<file path="src/rtl/t1_block_request_pkg.sv">
// Shared trigger definitions: block address width, request FIFO entry layout
// {last, first, block} and the request FSM state encoding.
package t1_block_request_pkg;

   localparam int BLOCK_BITS = 9;

   typedef struct packed {
      logic                  last;
      logic                  first;
      logic [BLOCK_BITS-1:0] block;
   } req_entry_t;

   localparam int ENTRY_W = $bits(req_entry_t);

   typedef enum logic [1:0] {
      ST_IDLE   = 2'd0,
      ST_ACTIVE = 2'd1,
      ST_HOLD   = 2'd2
   } req_state_t;

endpackage

</file>
<file path="src/rtl/t1_block_request_fifo.sv">
// First-word-fall-through request FIFO with full/empty flags. A push while full
// is accepted only when a pop happens in the same cycle.
module t1_block_request_fifo #(
   parameter int WIDTH      = 11,
   parameter int DEPTH_LOG2 = 4
) (
   input  logic             clk_i,
   input  logic             rst_i,
   input  logic             push_i,
   input  logic [WIDTH-1:0] din_i,
   input  logic             pop_i,
   output logic [WIDTH-1:0] dout_o,
   output logic             empty_o,
   output logic             full_o
);

   localparam int DEPTH = 1 << DEPTH_LOG2;

   logic [WIDTH-1:0]      mem_q [DEPTH];
   logic [DEPTH_LOG2-1:0] wr_ptr_q, wr_ptr_d;
   logic [DEPTH_LOG2-1:0] rd_ptr_q, rd_ptr_d;
   logic [DEPTH_LOG2:0]   count_q, count_d;
   logic                  do_push;
   logic                  do_pop;

   assign empty_o = (count_q == '0);
   assign full_o  = (count_q == (DEPTH_LOG2+1)'(DEPTH));
   assign do_pop  = pop_i && !empty_o;
   assign do_push = push_i && (!full_o || do_pop);

   // Head is forced to zero when empty so the outputs read 0 out of reset.
   assign dout_o = empty_o ? '0 : mem_q[rd_ptr_q];

   always_comb begin
      wr_ptr_d = wr_ptr_q;
      rd_ptr_d = rd_ptr_q;
      count_d  = count_q;
      if (do_push) begin
         wr_ptr_d = wr_ptr_q + 1'b1;
      end
      if (do_pop) begin
         rd_ptr_d = rd_ptr_q + 1'b1;
      end
      if (do_push && !do_pop) begin
         count_d = count_q + 1'b1;
      end else if (do_pop && !do_push) begin
         count_d = count_q - 1'b1;
      end
   end

   always_ff @(posedge clk_i) begin
      if (do_push) begin
         mem_q[wr_ptr_q] <= din_i;
      end
   end

   always_ff @(posedge clk_i) begin
      if (rst_i) begin
         wr_ptr_q <= '0;
         rd_ptr_q <= '0;
         count_q  <= '0;
      end else begin
         wr_ptr_q <= wr_ptr_d;
         rd_ptr_q <= rd_ptr_d;
         count_q  <= count_d;
      end
   end

endmodule

</file>
<file path="src/rtl/t1_block_request.sv">
// Turns each T1 window into an ordered stream of block addresses with first/last
// markers. Optional per-event length limit: T1_BLOCK_REQ_MAX_LEN_EN.
module t1_block_request
   import t1_block_request_pkg::*;
#(
   parameter int BLOCK_BITS      = t1_block_request_pkg::BLOCK_BITS,
   parameter int FIFO_DEPTH_LOG2 = 4,
   parameter int MAX_BLOCKS      = 32
) (
   input  logic                  clk_i,
   input  logic                  rst_i,
   input  logic                  T1_i,
   input  logic [BLOCK_BITS-1:0] T1_offset_i,
   input  logic [BLOCK_BITS-1:0] block_i,
   input  logic                  block_ce_i,
   output logic [BLOCK_BITS-1:0] req_block_o,
   output logic                  req_first_o,
   output logic                  req_last_o,
   output logic                  req_valid_o,
   input  logic                  req_ready_i,
   output logic                  overflow_o,
   output logic [15:0]           drop_count_o
);

   localparam int EW = BLOCK_BITS + 2;

   if (MAX_BLOCKS < 1) begin : g_max_blocks_invalid
      $error("MAX_BLOCKS must be at least 1");
   end

   req_state_t            state_q, state_d;
   logic                  t1_q;
   logic                  armed_q, armed_d;
   logic [BLOCK_BITS-1:0] stage_addr_q, stage_addr_d;
   logic                  stage_first_q, stage_first_d;
   logic                  overflow_q, overflow_d;
   logic [15:0]           drop_count_q, drop_count_d;

   logic                  rise;
   logic                  push;
   logic                  push_last;
   logic                  fifo_empty;
   logic                  fifo_full;
   logic                  pop;
   logic                  drop;
   logic [EW-1:0]         fifo_din;
   logic [EW-1:0]         fifo_dout;

`ifdef T1_BLOCK_REQ_MAX_LEN_EN
   localparam int LEN_W = $clog2(MAX_BLOCKS) + 1;
   logic [LEN_W-1:0] len_q, len_d;
`endif

   // armed_q blocks a false rise when T1_i is already high as reset releases.
   assign rise    = T1_i && !t1_q && armed_q;
   assign armed_d = armed_q || !T1_i;

   always_comb begin
      state_d       = state_q;
      stage_addr_d  = stage_addr_q;
      stage_first_d = stage_first_q;
      push          = 1'b0;
      push_last     = 1'b0;
`ifdef T1_BLOCK_REQ_MAX_LEN_EN
      len_d         = len_q;
`endif
      case (state_q)
         ST_IDLE: begin
            if (rise) begin
               stage_addr_d  = block_i - T1_offset_i;
               stage_first_d = 1'b1;
               state_d       = ST_ACTIVE;
`ifdef T1_BLOCK_REQ_MAX_LEN_EN
               len_d         = '0;
`endif
            end
         end
         ST_ACTIVE: begin
            // A fall coinciding with block_ce_i is handled purely as the fall.
            if (!T1_i) begin
               push      = 1'b1;
               push_last = 1'b1;
               state_d   = ST_IDLE;
            end else if (block_ce_i) begin
               push          = 1'b1;
               stage_addr_d  = stage_addr_q + 1'b1;
               stage_first_d = 1'b0;
`ifdef T1_BLOCK_REQ_MAX_LEN_EN
               len_d         = len_q + 1'b1;
               if (len_q == LEN_W'(MAX_BLOCKS - 1)) begin
                  push_last = 1'b1;
                  state_d   = ST_HOLD;
               end
`endif
            end
         end
`ifdef T1_BLOCK_REQ_MAX_LEN_EN
         ST_HOLD: begin
            if (!T1_i) begin
               state_d = ST_IDLE;
            end
         end
`endif
         default: begin
            state_d = ST_IDLE;
         end
      endcase
   end

   assign pop  = req_valid_o && req_ready_i;
   assign drop = push && fifo_full && !pop;

   always_comb begin
      overflow_d   = overflow_q || drop;
      drop_count_d = drop_count_q;
      if (drop && (drop_count_q != 16'hFFFF)) begin
         drop_count_d = drop_count_q + 16'd1;
      end
   end

   assign fifo_din = {push_last, stage_first_q, stage_addr_q};

   t1_block_request_fifo #(
      .WIDTH      (EW),
      .DEPTH_LOG2 (FIFO_DEPTH_LOG2)
   ) u_fifo (
      .clk_i   (clk_i),
      .rst_i   (rst_i),
      .push_i  (push),
      .din_i   (fifo_din),
      .pop_i   (pop),
      .dout_o  (fifo_dout),
      .empty_o (fifo_empty),
      .full_o  (fifo_full)
   );

   assign req_valid_o  = !fifo_empty;
   assign req_last_o   = fifo_dout[EW-1];
   assign req_first_o  = fifo_dout[EW-2];
   assign req_block_o  = fifo_dout[BLOCK_BITS-1:0];
   assign overflow_o   = overflow_q;
   assign drop_count_o = drop_count_q;

   always_ff @(posedge clk_i) begin
      if (rst_i) begin
         state_q       <= ST_IDLE;
         t1_q          <= 1'b0;
         armed_q       <= 1'b0;
         stage_addr_q  <= '0;
         stage_first_q <= 1'b0;
         overflow_q    <= 1'b0;
         drop_count_q  <= '0;
      end else begin
         state_q       <= state_d;
         t1_q          <= T1_i;
         armed_q       <= armed_d;
         stage_addr_q  <= stage_addr_d;
         stage_first_q <= stage_first_d;
         overflow_q    <= overflow_d;
         drop_count_q  <= drop_count_d;
      end
   end

`ifdef T1_BLOCK_REQ_MAX_LEN_EN
   always_ff @(posedge clk_i) begin
      if (rst_i) begin
         len_q <= '0;
      end else begin
         len_q <= len_d;
      end
   end
`endif

endmodule

</file>
<file path="config.mk">
export PLATFORM = sky130hd
export DESIGN_NAME = t1_block_request
export DESIGN_NICKNAME = d
export VERILOG_FILES = /design/src/rtl/t1_block_request_pkg.sv /design/src/rtl/t1_block_request_fifo.sv /design/src/rtl/t1_block_request.sv
export SDC_FILE = /design/constraint.sdc
export NUM_CORES = 1
export LEC_CHECK = 0
export CORE_UTILIZATION = 60
export CTS_CLUSTER_SIZE = 30
export DETAILED_ROUTE_END_ITERATION = 16
export HOLD_SLACK_MARGIN = 0.1
export PLACE_DENSITY = 0.87
export RECOVER_POWER = 50
export SLEW_MARGIN = 20
export SYNTH_ARGS = -nofsm -noshare
export SYNTH_HDL_FRONTEND = slang
export SYNTH_SLANG_ARGS = --single-unit
</file>
<file path="constraint.sdc">
create_clock -name clk_i -period 2.9 [get_ports clk_i]
set_clock_uncertainty 0.05 [all_clocks]
set_input_delay 0.435 -clock clk_i [delete_from_list [all_inputs] [get_ports clk_i]]
set_output_delay 0.435 -clock clk_i [all_outputs]
set_load 0.02 [all_outputs]
</file>
After elaboration in Yosys (flattened, before gate mapping)
Memories as Yosys holds them, arrays and structs flattened. A register that Yosys moved wholly into a read port is not among the register bits.
Cells that the tools add are included.

word-level totals
  register bits = 44
  memories kept = 1
  output and inout port bits = 29
  memory bits (writable) = 176
  input port bits = 23

memory list
  name          words  width  rd ports  clocked after Yosys merged registers in  write ports  RTL line                     RTL
  u_fifo.mem_q  16     11     1         1                                        1            t1_block_request_fifo.sv:19  logic [WIDTH-1:0] mem_q [DEPTH];

operators by class
  eq/ne operators = 7
  muxes and demuxes = 23
  reductions and logical operators = 26
  add/subtract/negate cells = 7

operators with widths
  kind                                                                 count
  9-bit 2-to-1 mux                                                     3
  9-bit one-hot mux with 2 select lines                                1
  16-bit by 1-bit adder with 16-bit output (second input constant)     1
  16-bit inequality test (second input constant)                       1
  11-bit 2-to-1 mux                                                    1
  1-bit logical AND                                                    10
  1-bit 2-to-1 mux                                                     10
  5-bit 2-to-1 mux                                                     2
  9-bit by 1-bit adder with 9-bit output (second input constant)       1
  9-bit subtractor                                                     1
  4-bit by 1-bit adder with 4-bit output (second input constant)       2
  4-bit 2-to-1 mux                                                     2
  2-bit inequality test (second input constant)                        4
  1-bit zero test                                                      7
  5-bit by 1-bit adder with 5-bit output (second input constant)       1
  5-bit == test (second input constant)                                1
  5-bit zero test                                                      1
  5-bit by 1-bit subtractor with 5-bit output (second input constant)  1
  2-bit 2-to-1 mux                                                     2
  2-bit one-hot mux with 2 select lines                                1
  4-bit AND reduction                                                  1
  2-bit nonzero test                                                   2
  1-bit logical OR                                                     3
  2-bit by 1-bit == test with 1-bit output (second input constant)     1
  other kinds (3)                                                      3

Depth between registers and ports, before layout
  depth after elaboration = 10
  gate-level depth with buffers = 12

Hierarchy
Synthesis repeated with hierarchy kept, for this count alone.

unflattened totals
  cell total of the unflattened synthesis = 621
  area, all modules = 9653.0 sq um

by module, submodules not included
  module                 area each (sq um)  cells an instance  times used
  t1_block_request_fifo  7764.9             392                1
  t1_block_request       1888.1             229                1

Worst setup path before layout
No wires, ideal clock.

  kind = register -> register
  start = reg u_fifo.count_q[0]
  end = reg u_fifo.count_q[4]
  cell stages (with the launch flop) = 12
  arrival time = 2.617 ns
  slack = 0.163 ns
  buffers on the path = 0
  cell sequence = dfxtp_1 > nor4_4 > nand2b_1 > nand2_1 > ha_1 > inv_1 > fa_1 > a21o_1 > a21oi_1 > xnor2_1 > or3_1 > a21oi_1

between the ends
  word-level cells in the longest chain between the ends = 9
  elaborated cells on any way between the ends = 17

RTL lines
  element                              RTL line                     RTL
  start: declaration                   t1_block_request_fifo.sv:22  logic [DEPTH_LOG2:0] count_q, count_d;
  start signal: assignment             t1_block_request_fifo.sv:65  count_q <= count_d;
  5-bit zero test (*)                  t1_block_request_fifo.sv:26  assign empty_o = (count_q == '0);
  1-bit zero test (*)                  t1_block_request.sv:137      assign req_valid_o = !fifo_empty;
  via req_valid_o                      t1_block_request.sv:19       output logic req_valid_o,
  1-bit logical AND                    t1_block_request.sv:110      assign pop = req_valid_o && req_ready_i;
  1-bit logical AND (*)                t1_block_request_fifo.sv:28  assign do_pop = pop_i && !empty_o;
  1-bit logical OR                     t1_block_request_fifo.sv:29  assign do_push = push_i && (!full_o || do_pop);
  1-bit logical AND                    t1_block_request_fifo.sv:29
  1-bit zero test                      t1_block_request_fifo.sv:46  end else if (do_pop && !do_push) begin
  1-bit logical AND                    t1_block_request_fifo.sv:46
  2-bit nonzero test (no source line)  --

The timed path passes the listed nets; every way through them passes the cells marked *. The select of a mux whose other input is x is not followed.
A chain may end at the register's enable or synchronous reset.

==> results summary <==
The global-route usage over all layers is 26.7%. The gate family responsible for the most delay along the worst path is multiplexers. In the post-synthesis netlist, the cell with the most instances is sky130_fd_sc_hd__edfxtp_1. The insertion delay to the later sink of the worst-skew pair came out at 500 ps. The top achievable clock speed came out at 349 MHz. The worst register-to-register path begins at u_fifo.count_q[3]. The instance count of the mapped netlist came out at 610. The fraction of layout cells with a size suffix above 1 came out at 19.6%. Walking the worst path, the cells encountered are buf_12 -> buf_12 -> mux4_2 -> mux2i_2 -> o22ai_1 -> clkdlybuf4s15_2. The post-layout utilization of the core is 73.4%.

In this run the standard cell core region covers 15,300 sq um. Summed over its instances, the top area cell type makes up 55.8% of the synthesized netlist area. The endpoint identified for the worst register-to-register timing path is u_fifo.count_q[4]. The placement-stage cell area came out at 10,500 sq um. The die extent in y came out at 128 um. The largest net degree at the start of global routing is 45. The worst setup path is of the reg2out kind. The post-layout instance area is 11,200 sq um. Along the worst hold path, the cell count comes to 2. The final max-slew violation count is 0.

After global routing the overflow that remains totals 0. The synthesized design contains 176 enable-type register cells. STA puts the critical path data arrival time at 2380 ps.

After synthesis, the cell types taking the most area are sky130_fd_sc_hd__edfxtp_1 56%, sky130_fd_sc_hd__mux4_2 10%, sky130_fd_sc_hd__dfxtp_1 9.9%. For flop-to-flop paths, the worst setup slack is 120 ps. The number of iterations in the first detailed-routing pass is 4.

The critical path required time came out at 2410 ps. The final layout contains routed wiring with a total length of 20.9 mm. The worst setup path is launched from a register.

The number of antenna violations at the first check in global routing is 0. The synthesized area per cell came out at 15.5 sq um. The post-detailed-placement half-perimeter wirelength came out at 12.3 mm.

The number of failing hold endpoints at the final stage came out at 0. The die area is 16,300 sq um. Of all cell types, the one taking the most synthesized area is sky130_fd_sc_hd__edfxtp_1. The number of maximum-capacitance violations came out at 0.

The flow ran to the end, and the final reports show no timing, DRC or antenna violations. The post-synthesis instance area came out at 9460 sq um. The number of inserted diodes is 0. The root buffer cell chosen for the clock tree is sky130_fd_sc_hd__clkbuf_16. The total power per unit cell area came out at 769 nW/um^2. The post-detailed-route via-to-cell ratio came out at 6.20.

At the end of routability-driven placement, the weighted congestion stood at 0.868. The peak supply drop came out at 0.617 mV. The net count of the finished layout is 751. The number of design-rule violations left by the first detailed-router iteration came out at 484. The via total after detailed routing came out at 5,793.

The final cycle utilization of the critical path came out at 98.8%. The boundary pin count is 52. For the worst flop-to-flop path, the logic depth is 12. The proportion of synthesized chip area in sequential cells came out at 65.8%. The first-pass GRT wire length is 32.4 mm. The total CTS buffers came out at 22. The final setup violation count came out at 0. The width of the die came out at 128 um. The register bit total from synthesis came out at 223. The leakage power of the design came out at 0.00386 uW. The tree built by TritonCTS fans out to 223 sinks.

The average wire per cell in the routed design came out at 22.4 um. The Yosys warning count is 0. The cell that appears most often on the critical path is sky130_fd_sc_hd__buf_12. The startpoint identified for the worst hold timing path is overflow_o. The worst hold path terminates at overflow_o.

The number of routed nets with antenna violations is 0. The H-tree level count came out at 1. The clock transition at the register clock pins on the worst setup and hold paths after CTS came out at 60 ps. The class of the tightest hold or removal check is reg2reg. On the worst path, the slowest cell contributes a delay of 540 ps. For this configuration, the core starts out at a cell density of 61.8%. TritonCTS built the clock tree. The synthesized netlist contains 56 unique library cells. The via count of the first global-routing pass is 5,970. The headroom to the max-slew limit came out at 20.4%.

The final critical-path required period is 2860 ps. On the critical path, the stage with the largest delay is an instance of sky130_fd_sc_hd__mux4_2. The commonest register cell after synthesis is sky130_fd_sc_hd__edfxtp_1. The total of buffers placed on input and output ports is 51. Counting flops with an async set or reset pin after synthesis yields a share of 0%. The maximum net fanout on the critical path came out at 10. In this run the core area contains 45 standard-cell rows.

Counting instances in the post-synthesis netlist gives the leading cell types as 176 x sky130_fd_sc_hd__edfxtp_1, 47 x sky130_fd_sc_hd__dfxtp_1, 44 x sky130_fd_sc_hd__mux4_2, 41 x sky130_fd_sc_hd__nor2_1, 27 x sky130_fd_sc_hd__mux2i_1. The maximum number of buffers from clock root to sink came out at 3. The post-route DRC violation count came out at 0. The synthesized netlist net count came out at 654. The area added between synthesis and finish is 18.7%. The endpoint class of the critical path is an output pin.

Together, buffers and inverters on the worst path number 3. The transition time at the pin with the least slew margin came out at 1190 ps.
[state kept, by name (all words and copies together), names as in the netlist, 4 cells and up, named ones only]
register and cells:
stage_addr_q 9, u_fifo.count_q 5, u_fifo.wr_ptr_q 4, u_fifo.mem_q 176, drop_count_o 16, u_fifo.rd_ptr_q 4
[per-layer routing]
| layer | wire, um | GRT usage, % | part of all wire, % | vias up |
|---|---|---|---|---|
| li1 | - | - | - | 2569 |
| met1 | 7880 | 33.4 | 38 | 2889 |
| met2 | 11000 | 47.2 | 53 | 300 |
| met3 | 1610 | 4.36 | 7.7 | 35 |
| met4 | 445 | 9.76 | 2.1 | 0 |
| met5 | 0 | 0 | 0 | - |
[area by class of cell]
type / instances / area, sq um
tap: 211 / 264
clock buffer: 23 / 576
timing repair buffer: 99 / 888
multi-input combinational: 344 / 3090
inverter: 17 / 63.8
sequential: 223 / 6230
clock inverter: 17 / 120
fill: 911 / 4080
[worst register-to-register path, stage by stage (launching register included)]
cell,delay [ps]
sky130_fd_sc_hd__dfxtp_2,350
sky130_fd_sc_hd__nor4_4,350
sky130_fd_sc_hd__nand2b_1,120
sky130_fd_sc_hd__buf_4,170
sky130_fd_sc_hd__nand2_1,90
sky130_fd_sc_hd__ha_1,180
sky130_fd_sc_hd__inv_1,110
sky130_fd_sc_hd__fa_1,400
sky130_fd_sc_hd__a21o_1,180
sky130_fd_sc_hd__a21oi_2,170
sky130_fd_sc_hd__xnor2_1,100
sky130_fd_sc_hd__or3_1,310
sky130_fd_sc_hd__a21oi_1,150
[how the worst max path moves through the flow]
| stage | slack [ps] | end | depth (start not counted) |
|---|---|---|---|
| 5_1_grt | -9 | u_fifo.count_q[4] | 12 |
| 2_1_floorplan | 160 | u_fifo.count_q[4] | 11 |
| 3_5_place_dp | -120 | u_fifo.count_q[4] | 12 |
| 6_report | 40 | req_block_o[2] | 6 |
| 3_3_place_gp | 50 | u_fifo.count_q[4] | 12 |
| 4_1_cts | -10 | req_block_o[3] | 6 |
[through the flow]
step	TNS (ps)	worst slack (ps)	hold WS, ps	std cells	total power, uW
CTS	-9.95	-9.95	433	932	8620
detailed placement	-118	-118	417	886	5780
global route	-8.51	-8.51	433	934	8960
floorplan	0	163	409	610	5050
finish	0	35.2	429	934	8640
global placement	0	47.3	405	886	5690
[logic make-up (layout without fill, tap and decap cells)]
kind of cell | after synthesis | count (layout) | synth area share (%)
AO/OA/AOI/OAI | 84 | 84 | 5.58
XOR/XNOR | 20 | 20 | 1.85
adder cells (fa/ha/maj) | 21 | 21 | 2.93
AND/OR/NAND/NOR | 148 | 148 | 8.70
buffers and inverters | 43 | 156 | 1.82
multiplexers | 71 | 71 | 13.3
flip-flops | 223 | 223 | 65.8
[cells in the final DEF, fill, tap and decap left out, types with 4 or more instances in the layout]
| cell type | instances |
|---|---|
| sky130_fd_sc_hd__o211ai_1 | 7 |
| sky130_fd_sc_hd__mux2i_1 | 19 |
| sky130_fd_sc_hd__clkinv_2 | 4 |
| sky130_fd_sc_hd__nand3_1 | 8 |
| sky130_fd_sc_hd__clkbuf_16 | 23 |
| sky130_fd_sc_hd__clkinvlp_4 | 4 |
| sky130_fd_sc_hd__ha_1 | 19 |
| sky130_fd_sc_hd__dlygate4sd2_1 | 5 |
| sky130_fd_sc_hd__or3_1 | 7 |
| sky130_fd_sc_hd__edfxtp_1 | 176 |
| sky130_fd_sc_hd__o21ai_0 | 17 |
| sky130_fd_sc_hd__a21oi_1 | 22 |
| sky130_fd_sc_hd__mux4_2 | 44 |
| sky130_fd_sc_hd__o22ai_1 | 12 |
| sky130_fd_sc_hd__clkinv_1 | 6 |
| sky130_fd_sc_hd__nor3_1 | 8 |
| sky130_fd_sc_hd__nand2_1 | 20 |
| sky130_fd_sc_hd__xnor2_1 | 5 |
| sky130_fd_sc_hd__xor2_1 | 15 |
| sky130_fd_sc_hd__nor2b_1 | 4 |
| sky130_fd_sc_hd__o21a_1 | 4 |
| sky130_fd_sc_hd__inv_1 | 17 |
| sky130_fd_sc_hd__and4_1 | 5 |
| sky130_fd_sc_hd__a211oi_1 | 4 |
| sky130_fd_sc_hd__and2_1 | 21 |
| sky130_fd_sc_hd__nand2b_1 | 4 |
| sky130_fd_sc_hd__buf_12 | 4 |
| sky130_fd_sc_hd__nor2_1 | 41 |
| sky130_fd_sc_hd__buf_4 | 35 |
| sky130_fd_sc_hd__dfxtp_1 | 43 |
| sky130_fd_sc_hd__clkbuf_1 | 7 |
| sky130_fd_sc_hd__clkdlybuf4s50_1 | 37 |
| sky130_fd_sc_hd__mux2i_2 | 8 |
| sky130_fd_sc_hd__nand4_1 | 5 |
| sky130_fd_sc_hd__and3_1 | 11 |
[timing repair]
| item | CTS | global route |
|---|---|---|
| cloned | 1 | 0 |
| setup endpoints to repair | 11 | 8 |
| pin swaps | 0 | 1 |
| setup buffers | 5 | 2 |
| hold buffers | 0 | 0 |
| gates resized for setup | 31 | 13 |
[report_power, final]
| part | total, uW | internal [uW] | switching [uW] |
|---|---|---|---|
| Clock | 2720 | 1540 | 1180 |
| Combinational | 2270 | 1140 | 1130 |
| Sequential | 3660 | 3530 | 128 |
| Total | 8640 | 6200 | 2440 |
No activity file was read; power rests on OpenSTA's default activity.
